$ cat src/rtl/data_bus_arbiter_pkg.sv
// data_bus_arbiter_pkg: shared types and defaults for the two-master data bus arbiter
package data_bus_arbiter_pkg;
    typedef enum logic [1:0] {ST_IDLE, ST_ACCESS, ST_WAIT, ST_RESP} state_t;
    localparam int READ_LAT_DEF = 1;
    typedef struct packed {
        logic        we;
        logic [63:0] addr;
        logic [63:0] wdata;
        logic [3:0]  be;
    } cmd_t;
endpackage

$ cat src/rtl/data_bus_arbiter_if.sv
// data_bus_arbiter_if: master request/ack signals plus the Dw memory-side bus
interface data_bus_arbiter_if;
    logic        iReq0, iReq1, iWe0, iWe1;
    logic [63:0] iAddr0, iAddr1, iWData0, iWData1;
    logic [3:0]  iBE0, iBE1;
    logic        oAck0, oAck1, oStall0, oBusy, oOwner;
    logic [63:0] oRData0, oRData1;
    logic        DwReadEnable, DwWriteEnable;
    logic [3:0]  DwByteEnable;
    logic [63:0] DwAddress, DwWriteData, DwReadData;
    modport slave (
        input  iReq0, iReq1, iWe0, iWe1, iAddr0, iAddr1, iWData0, iWData1, iBE0, iBE1, DwReadData,
        output oAck0, oAck1, oStall0, oBusy, oOwner, oRData0, oRData1,
               DwReadEnable, DwWriteEnable, DwByteEnable, DwAddress, DwWriteData
    );
    modport master (
        output iReq0, iReq1, iWe0, iWe1, iAddr0, iAddr1, iWData0, iWData1, iBE0, iBE1, DwReadData,
        input  oAck0, oAck1, oStall0, oBusy, oOwner, oRData0, oRData1,
               DwReadEnable, DwWriteEnable, DwByteEnable, DwAddress, DwWriteData
    );
endinterface

$ cat src/rtl/data_bus_arbiter_rr_arbiter2.sv
// rr_arbiter2: two-input round-robin picker; the master not granted last wins a tie
module rr_arbiter2 (
    input  logic       iCLK,
    input  logic       iRST,
    input  logic [1:0] req,
    input  logic       en,
    output logic       win
);
    logic pri;
    assign win = req[pri] ? pri : ~pri;
    always_ff @(posedge iCLK or posedge iRST) begin
        if (iRST)
            pri <= 1'b0;
        else if (en)
            pri <= ~win;
    end
endmodule

$ cat src/rtl/data_bus_arbiter.sv
// data_bus_arbiter: shares the 64-bit Dw data bus between the CPU (master 0) and a DMA (master 1)
module data_bus_arbiter
    import data_bus_arbiter_pkg::*;
#(
    parameter int READ_LAT = READ_LAT_DEF
) (
    input logic               iCLK,
    input logic               iRST,
    data_bus_arbiter_if.slave bus
);
    state_t      state;
    cmd_t        cmd;
    cmd_t        sel;
    logic [2:0]  cnt;
    logic [1:0]  req;
    logic        win;
    logic        grant;
    assign req = {bus.iReq1, bus.iReq0};
    assign grant = (state == ST_IDLE || state == ST_RESP) && |req;
    assign sel = win ? {bus.iWe1, bus.iAddr1, bus.iWData1, bus.iBE1}
                     : {bus.iWe0, bus.iAddr0, bus.iWData0, bus.iBE0};
    assign bus.DwAddress = cmd.addr;
    assign bus.DwWriteData = cmd.wdata;
    assign bus.oStall0 = bus.iReq0 & ~bus.oAck0;
    assign bus.oBusy = state != ST_IDLE;
    rr_arbiter2 u_rr (
        .iCLK(iCLK),
        .iRST(iRST),
        .req (req),
        .en  (grant),
        .win (win)
    );
    // Strobes and acks are single-cycle pulses: cleared every cycle unless the state sets them
    always_ff @(posedge iCLK or posedge iRST) begin
        if (iRST) begin
            state <= ST_IDLE;
            cmd <= '0;
            cnt <= '0;
            bus.oAck0 <= 1'b0;
            bus.oAck1 <= 1'b0;
            bus.oOwner <= 1'b0;
            bus.oRData0 <= '0;
            bus.oRData1 <= '0;
            bus.DwReadEnable <= 1'b0;
            bus.DwWriteEnable <= 1'b0;
            bus.DwByteEnable <= '0;
        end else begin
            bus.oAck0 <= 1'b0;
            bus.oAck1 <= 1'b0;
            bus.DwReadEnable <= 1'b0;
            bus.DwWriteEnable <= 1'b0;
            bus.DwByteEnable <= '0;
            case (state)
                ST_IDLE, ST_RESP: begin
                    if (grant) begin
                        state <= ST_ACCESS;
                        cmd <= sel;
                        bus.oOwner <= win;
                        bus.DwWriteEnable <= sel.we;
                        bus.DwReadEnable <= ~sel.we;
                        bus.DwByteEnable <= sel.be;
                    end else begin
                        state <= ST_IDLE;
                    end
                end
                ST_ACCESS: begin
                    state <= cmd.we ? ST_RESP : ST_WAIT;
                    cnt <= 3'(READ_LAT);
                    bus.oAck0 <= cmd.we & ~bus.oOwner;
                    bus.oAck1 <= cmd.we & bus.oOwner;
                end
                ST_WAIT: begin
                    cnt <= cnt - 3'd1;
                    if (cnt == 3'd1) begin
                        state <= ST_RESP;
                        bus.oAck0 <= ~bus.oOwner;
                        bus.oAck1 <= bus.oOwner;
                        if (bus.oOwner)
                            bus.oRData1 <= bus.DwReadData;
                        else
                            bus.oRData0 <= bus.DwReadData;
                    end
                end
                default: state <= ST_IDLE;
            endcase
        end
    end
endmodule
$ cat src/flat_wrapper.sv
// flat-port wrapper written by rule: the top's interface ports become plain ports
module data_bus_arbiter_flat import data_bus_arbiter_pkg::*;
#(
    parameter int READ_LAT = READ_LAT_DEF
)
  (iCLK, iRST, bus_iReq0, bus_iReq1, bus_iWe0, bus_iWe1, bus_iAddr0, bus_iAddr1, bus_iWData0, bus_iWData1, bus_iBE0, bus_iBE1, bus_DwReadData, bus_oAck0, bus_oAck1, bus_oStall0, bus_oBusy, bus_oOwner, bus_oRData0, bus_oRData1, bus_DwReadEnable, bus_DwWriteEnable, bus_DwByteEnable, bus_DwAddress, bus_DwWriteData);
  data_bus_arbiter_if bus_i ();
  input logic iCLK;
  input logic iRST;
  input wire logic [$bits(bus_i.iReq0)-1:0] bus_iReq0;
  input wire logic [$bits(bus_i.iReq1)-1:0] bus_iReq1;
  input wire logic [$bits(bus_i.iWe0)-1:0] bus_iWe0;
  input wire logic [$bits(bus_i.iWe1)-1:0] bus_iWe1;
  input wire logic [$bits(bus_i.iAddr0)-1:0] bus_iAddr0;
  input wire logic [$bits(bus_i.iAddr1)-1:0] bus_iAddr1;
  input wire logic [$bits(bus_i.iWData0)-1:0] bus_iWData0;
  input wire logic [$bits(bus_i.iWData1)-1:0] bus_iWData1;
  input wire logic [$bits(bus_i.iBE0)-1:0] bus_iBE0;
  input wire logic [$bits(bus_i.iBE1)-1:0] bus_iBE1;
  input wire logic [$bits(bus_i.DwReadData)-1:0] bus_DwReadData;
  output wire logic [$bits(bus_i.oAck0)-1:0] bus_oAck0;
  output wire logic [$bits(bus_i.oAck1)-1:0] bus_oAck1;
  output wire logic [$bits(bus_i.oStall0)-1:0] bus_oStall0;
  output wire logic [$bits(bus_i.oBusy)-1:0] bus_oBusy;
  output wire logic [$bits(bus_i.oOwner)-1:0] bus_oOwner;
  output wire logic [$bits(bus_i.oRData0)-1:0] bus_oRData0;
  output wire logic [$bits(bus_i.oRData1)-1:0] bus_oRData1;
  output wire logic [$bits(bus_i.DwReadEnable)-1:0] bus_DwReadEnable;
  output wire logic [$bits(bus_i.DwWriteEnable)-1:0] bus_DwWriteEnable;
  output wire logic [$bits(bus_i.DwByteEnable)-1:0] bus_DwByteEnable;
  output wire logic [$bits(bus_i.DwAddress)-1:0] bus_DwAddress;
  output wire logic [$bits(bus_i.DwWriteData)-1:0] bus_DwWriteData;
  assign bus_i.iReq0 = bus_iReq0;
  assign bus_i.iReq1 = bus_iReq1;
  assign bus_i.iWe0 = bus_iWe0;
  assign bus_i.iWe1 = bus_iWe1;
  assign bus_i.iAddr0 = bus_iAddr0;
  assign bus_i.iAddr1 = bus_iAddr1;
  assign bus_i.iWData0 = bus_iWData0;
  assign bus_i.iWData1 = bus_iWData1;
  assign bus_i.iBE0 = bus_iBE0;
  assign bus_i.iBE1 = bus_iBE1;
  assign bus_i.DwReadData = bus_DwReadData;
  assign bus_oAck0 = bus_i.oAck0;
  assign bus_oAck1 = bus_i.oAck1;
  assign bus_oStall0 = bus_i.oStall0;
  assign bus_oBusy = bus_i.oBusy;
  assign bus_oOwner = bus_i.oOwner;
  assign bus_oRData0 = bus_i.oRData0;
  assign bus_oRData1 = bus_i.oRData1;
  assign bus_DwReadEnable = bus_i.DwReadEnable;
  assign bus_DwWriteEnable = bus_i.DwWriteEnable;
  assign bus_DwByteEnable = bus_i.DwByteEnable;
  assign bus_DwAddress = bus_i.DwAddress;
  assign bus_DwWriteData = bus_i.DwWriteData;
  data_bus_arbiter #(.READ_LAT(READ_LAT)) u_core (.iCLK(iCLK), .iRST(iRST), .bus(bus_i));
endmodule
$ cat config.mk
export PLATFORM = sky130hd
export DESIGN_NAME = data_bus_arbiter_flat
export DESIGN_NICKNAME = d
export VERILOG_FILES = /design/src/rtl/data_bus_arbiter_pkg.sv /design/src/rtl/data_bus_arbiter_if.sv /design/src/rtl/data_bus_arbiter_rr_arbiter2.sv /design/src/rtl/data_bus_arbiter.sv /design/src/flat_wrapper.sv
export SDC_FILE = /design/constraint.sdc
export NUM_CORES = 1
export LEC_CHECK = 0
export BUFFER_PORTS_ARGS = -buffer_cell sky130_fd_sc_hd__buf_2
export CAP_MARGIN = 20
export CORE_AREA = 4 4 233 235
export CTS_CLUSTER_DIAMETER = 120
export CTS_CLUSTER_SIZE = 8
export DETAILED_ROUTE_END_ITERATION = 8
export DIE_AREA = 0 0 237 239
export PLACE_DENSITY = 0.44
export SYNTH_ARGS = -nofsm -noshare
export SYNTH_HDL_FRONTEND = slang
export SYNTH_SLANG_ARGS = --single-unit
$ cat constraint.sdc
create_clock -name iCLK -period 18.87 [get_ports iCLK]
set_input_delay 3.774 -clock iCLK [delete_from_list [all_inputs] [get_ports iCLK]]
set_output_delay 3.774 -clock iCLK [all_outputs]
set_load 0.02 [all_outputs]
Yosys cells after proc, flatten, opt, wreduce, memory -nomap -nowiden
Cells that the tools add are included. W data, S select, Z words.

Muxes and demuxes: 19. Magnitude comparators: 1. Eq/ne operators: 5. $add $sub $neg: 1. Reduce and logical (&&, ||, !) cells: 10. Bitwise logic cells: 8.

Operators with widths (number): $mux W133 (1); $mux W1 (11); $mux W4 (2); $pmux W2 S3 (1); $pmux W3 S2 (1); $reduce_and A3 Y1 (2); $not A1 Y1 (5); $eq A2 B2 Y1 const B (2); $pmux W1 S2 (2); $reduce_bool A2 Y1 (2); $reduce_or A2 Y1 (2); $and A1 B1 Y1 (3); $eq A3 B1 Y1 const B (1); $sub A3 B1 Y3 const B (1); $eq A2 B1 Y1 const B (1); $logic_not A2 Y1 (1); $lt A1 B2 Y1 const B (1); $mux W2 (1); $ne A2 B1 Y1 const B (1); $reduce_and A2 Y1 (1); $logic_and A1 B1 Y1 (1); $logic_or A1 B1 Y1 (1).

Bits of input ports: 334. Output and inout port bits: 267. Logic and storage cells: 58. Flip-flop bits (word level): 272.

Logic depth before layout (Yosys ltp)
Depth after elaboration: 7. Depth in mapped cells: 8. Gate-level depth less buffers: 5.

Cells and area by module
From an unflattened synthesis, not the netlist that was laid out.

Cells, all modules: 1024. Area, all modules: 12593.3 um2.

Modules (own cells, without submodules): data_bus_arbiter (times used 1, area each 12544.5 um2, seq. area each 6781.5 um2, cells an instance 1018); rr_arbiter2 (times used 1, area each 48.8 um2, seq. area each 25.0 um2, cells an instance 6).

Worst setup path after synthesis
No wires, ideal clock.

Kind: input to output. From: input bus_iReq0. To: output bus_oStall0. Required time: 15.096 ns. Arrival: 4.101 ns. Buffers on the path: 0. Path slack: 10.995 ns. Stages on the path: 1. Path through: nor2b_1.

Longest elaborated chain between the ends: 1.

RTL lines: start: declaration (RTL line flat_wrapper.sv:10) `input wire logic [$bits(bus_i.iReq0)-1:0] bus_iReq0;`; $and A1 B1 Y1 (RTL line data_bus_arbiter.sv:24) `assign bus.oStall0 = bus.iReq0 & ~bus.oAck0;`; end: declaration (RTL line flat_wrapper.sv:23) `output wire logic [$bits(bus_i.oStall0)-1:0] bus_oStall0;`.

Every way passes these cells.

Worst setup path after layout
Same ends and word-level chain as after synthesis.

==> impl_metrics.csv <==
group,metric,value,unit
run_status,status,"finished clean",
timing,post-route-period-util,42.4,%
detailed_routing,via_count,8830,
floorplanning,coreArea,52200,um2
final_layout,final_cell_mix,"buf_2, dfrtp_1, mux2_2",
floorplanning,dieWidth,237,um
worst_setup_path,cp_top_family,"buffers and inverters",
detailed_routing,wl,40500,um
power_and_ir_drop,ir_drop,64.1,uV
worst_setup_path,cpMaxStageDelayCell,"buf_2",
final_layout,design_area,15700,um2
timing,setup_viol,0,
place,gp_congestion,0.777,
yosys,synth_edf_count,0,
worst_setup_path,cp.arrival,4.23,ns
worst_hold_path,hp-class,"register to register",
clock_tree,cts_hold_buf,0,
worst_setup_path,crit_path_cell_trace,"buf_2 -> nor2b_1 -> buf_2",
yosys,yosys_register_bits,272,
yosys,postSynth.asyncResetShare,100,%
worst_setup_path,crit_path_max_fanout,6,
floorplanning,dieHeight,239,um
clock_tree,tritoncts,"yes",
clock_tree,post-cts-setup-buffer-count,0,
detailed_routing,vias_per_cell,4.31,
run,max-cap-violations,0,
worst_setup_path,start_kind,"primary input",
detailed_routing,avgRoutedWirePerCell,19.8,um
global_route,overflow,0,
clock_tree,cts_resized,0,
global_route,grt_max_degree,167,
floorplanning,rows,84,
clock_tree,cts-root-buf,"clkbuf_16",
global_route,grt_pass1_wl,59600,um
place,hpwlAfterDp,28800,um
final_layout,final_nets,1698,
clock_tree,htree_levels,2,
place,place_area,14700,um2
floorplanning,ios,601,
clock_tree,clock_latency,0.53,ns
yosys,synthesis.nets,1235,
timing,hold_violations,0,
floorplanning,dieArea,56600,um2
timing,fmax,125,MHz
detailed_routing,ant_nets,0,
worst_setup_path,end_kind,"primary output",
worst_setup_path,crit_type,"primary input to primary output",
yosys,synth_seq_area_share,56.9,%
detailed_routing,detailedRoute.firstIterationViolations,453,
power_and_ir_drop,power_density,204,nW/um2
worst_setup_path,crit_top_cell,"buf_2",
detailed_routing,drt_first_pass_iters,4,
timing,relSlewSlack,26.3,%
timing,fin_skew,0.0133,ns
final_layout,syn_to_final_growth,31.1,%
yosys,syn-cell-area,12000,um2
yosys,synthCells,896,
worst_setup_path,critPathBufInv,2,
clock_tree,cts_buffers,39,
yosys,ys_warn_count,0,
clock_tree,clk_path_buf_depth,3,
timing,rsz0062_at_grt,"false",
final_layout,final_common_cell,"buf_2",
timing,tightestPinTransition,1.11,ns
worst_setup_path,critPathMaxStageDelay,0.17,ns
global_route,antenna_found_initial,8,
timing,fin_setup_tns,0,ns
yosys,avgSynthCellArea,13.4,um2
final_layout,drive_gt1_share,57.8,%
place,port_buffers,600,
clock_tree,cts.sinks,272,
power_and_ir_drop,cellLeakagePower,7.75,nW
yosys,ys.flop_type,"dfrtp_1",
detailed_routing,drc,0,
clock_tree,clkSlewWorstSetupHoldPaths,0.05,ns
timing,slew_violations,0,
yosys,synthDistinctLibCells,29,
global_route,grt_pass1_vias,9470,
worst_setup_path,required,15.10,ns
timing,min_period,8.00,ns
floorplanning,start_util,22.9,%
global_route,grt_use_total,13.5,%
[stage by stage]
step | std cells | setup slack [ns] | util (%) | hold WS [ns] | power, mW
after floorplan | 896 | 7.60 | - | 0.510 | 2.25
after global placement | 2006 | 10.83 | 28.1 | 0.483 | 2.59
after detailed placement | 2006 | 10.86 | 28.1 | 0.487 | 2.61
after CTS | 2047 | 10.86 | 30.0 | 0.498 | 3.26
after global routing | 2050 | 10.79 | 30.0 | 0.510 | 3.41
final | 2051 | 10.87 | 30.0 | 0.496 | 3.21
[worst register-to-register path, delay by kind of cell, from the launching register on]
kind / cells / cell delay (ns)
AOI/OAI and AO/OA: 1 / 0.41
adders and majority gates: 1 / 0.49
buffers and inverters: 3 / 1.45
DFF: 1 / 0.36
and+or+nand+nor: 1 / 0.39
[metal layers]
layer  vias up  part of all wire [%]  wire, um  GRT usage, %
li1       4016                     -         -             -
met1      4358                    39     16000          16.2
met2       381                    50     20300          23.1
met3        67                   8.4      3400          4.67
met4         8                   2.0       815          3.79
met5         -                  0.12        48             0
[synth_stat cells (all sizes together) (4+ instances only)]
cell / instances / area share (%)
nor2: 4 / 0.15
a221o: 128 / 11
mux2: 130 / 12
clkbuf: 26 / 0.82
a22o: 5 / 0.37
nand2: 4 / 0.13
and2: 129 / 6.7
ha: 5 / 0.52
a21oi: 5 / 0.21
buf: 159 / 9.9
dfrtp: 272 / 57
inv: 10 / 0.31
[sequential cells by signal (all words and copies together) (netlist names)]
name / count
u_core.bus.oAck0: 1
u_core.bus.DwByteEnable: 4
u_core.bus.oRData0: 64
u_core.bus.DwAddress: 64
u_core.cmd: 1
u_core.bus.DwWriteData: 64
u_core.cnt: 3
u_core.state: 2
u_core.u_rr.pri: 1
u_core.bus.oAck1: 1
u_core.bus.DwWriteEnable: 1
u_core.bus.oRData1: 64
u_core.bus.DwReadEnable: 1
u_core.bus.oOwner: 1
[power breakdown]
| group | internal (mW) | total, mW | switching [mW] |
|---|---|---|---|
| clock network | 0.378 | 0.627 | 0.249 |
| logic | 0.639 | 1.55 | 0.914 |
| registers | 0.884 | 1.03 | 0.141 |
[worst paths after layout]
| path | from | to | slack, ns | depth (start not counted) |
|---|---|---|---|---|
| worst max-delay path | bus_iReq0 | bus_oStall0 | 10.87 | 3 |
| worst min-delay path | u_core.bus.oRData1[27] | u_core.bus.oRData1[27] | 0.50 | 1 |
| worst max register to register | u_core.state[0] | u_core.bus.DwAddress[32] | 15.70 | 6 |
| worst min register to register | u_core.bus.oRData1[27] | u_core.bus.oRData1[27] | 0.50 | 1 |
| max in group asynchronous | iRST | u_core.bus.DwWriteData[45] | 13.98 | 3 |
| min in group asynchronous | iRST | u_core.bus.DwAddress[18] | 3.31 | 2 |
[cell families (layout without fill, tap and decap cells)]
kind of cell,Yosys count,after routing,share of synthesized area (%)
compound gates,145,145,11.7
fa+ha+maj,5,5,0.523
buf+inv,195,658,11.0
flops,272,272,56.9
mux,132,132,12.4
other cells,0,4,0
simple gates,147,147,7.52
[area by class of cell]
class                           count  area [um2]
Timing Repair Buffer              607        3070
Clock buffer                       41        1030
Fill cell                        5387       36500
Multi-Input combinational cell    429        3870
Inverter                           10        45.0
Antenna cell                        4        10.0
Sequential cell                   272        6810
Tap cell                          688         861
Note: power is estimated with default switching activity, not from simulation.
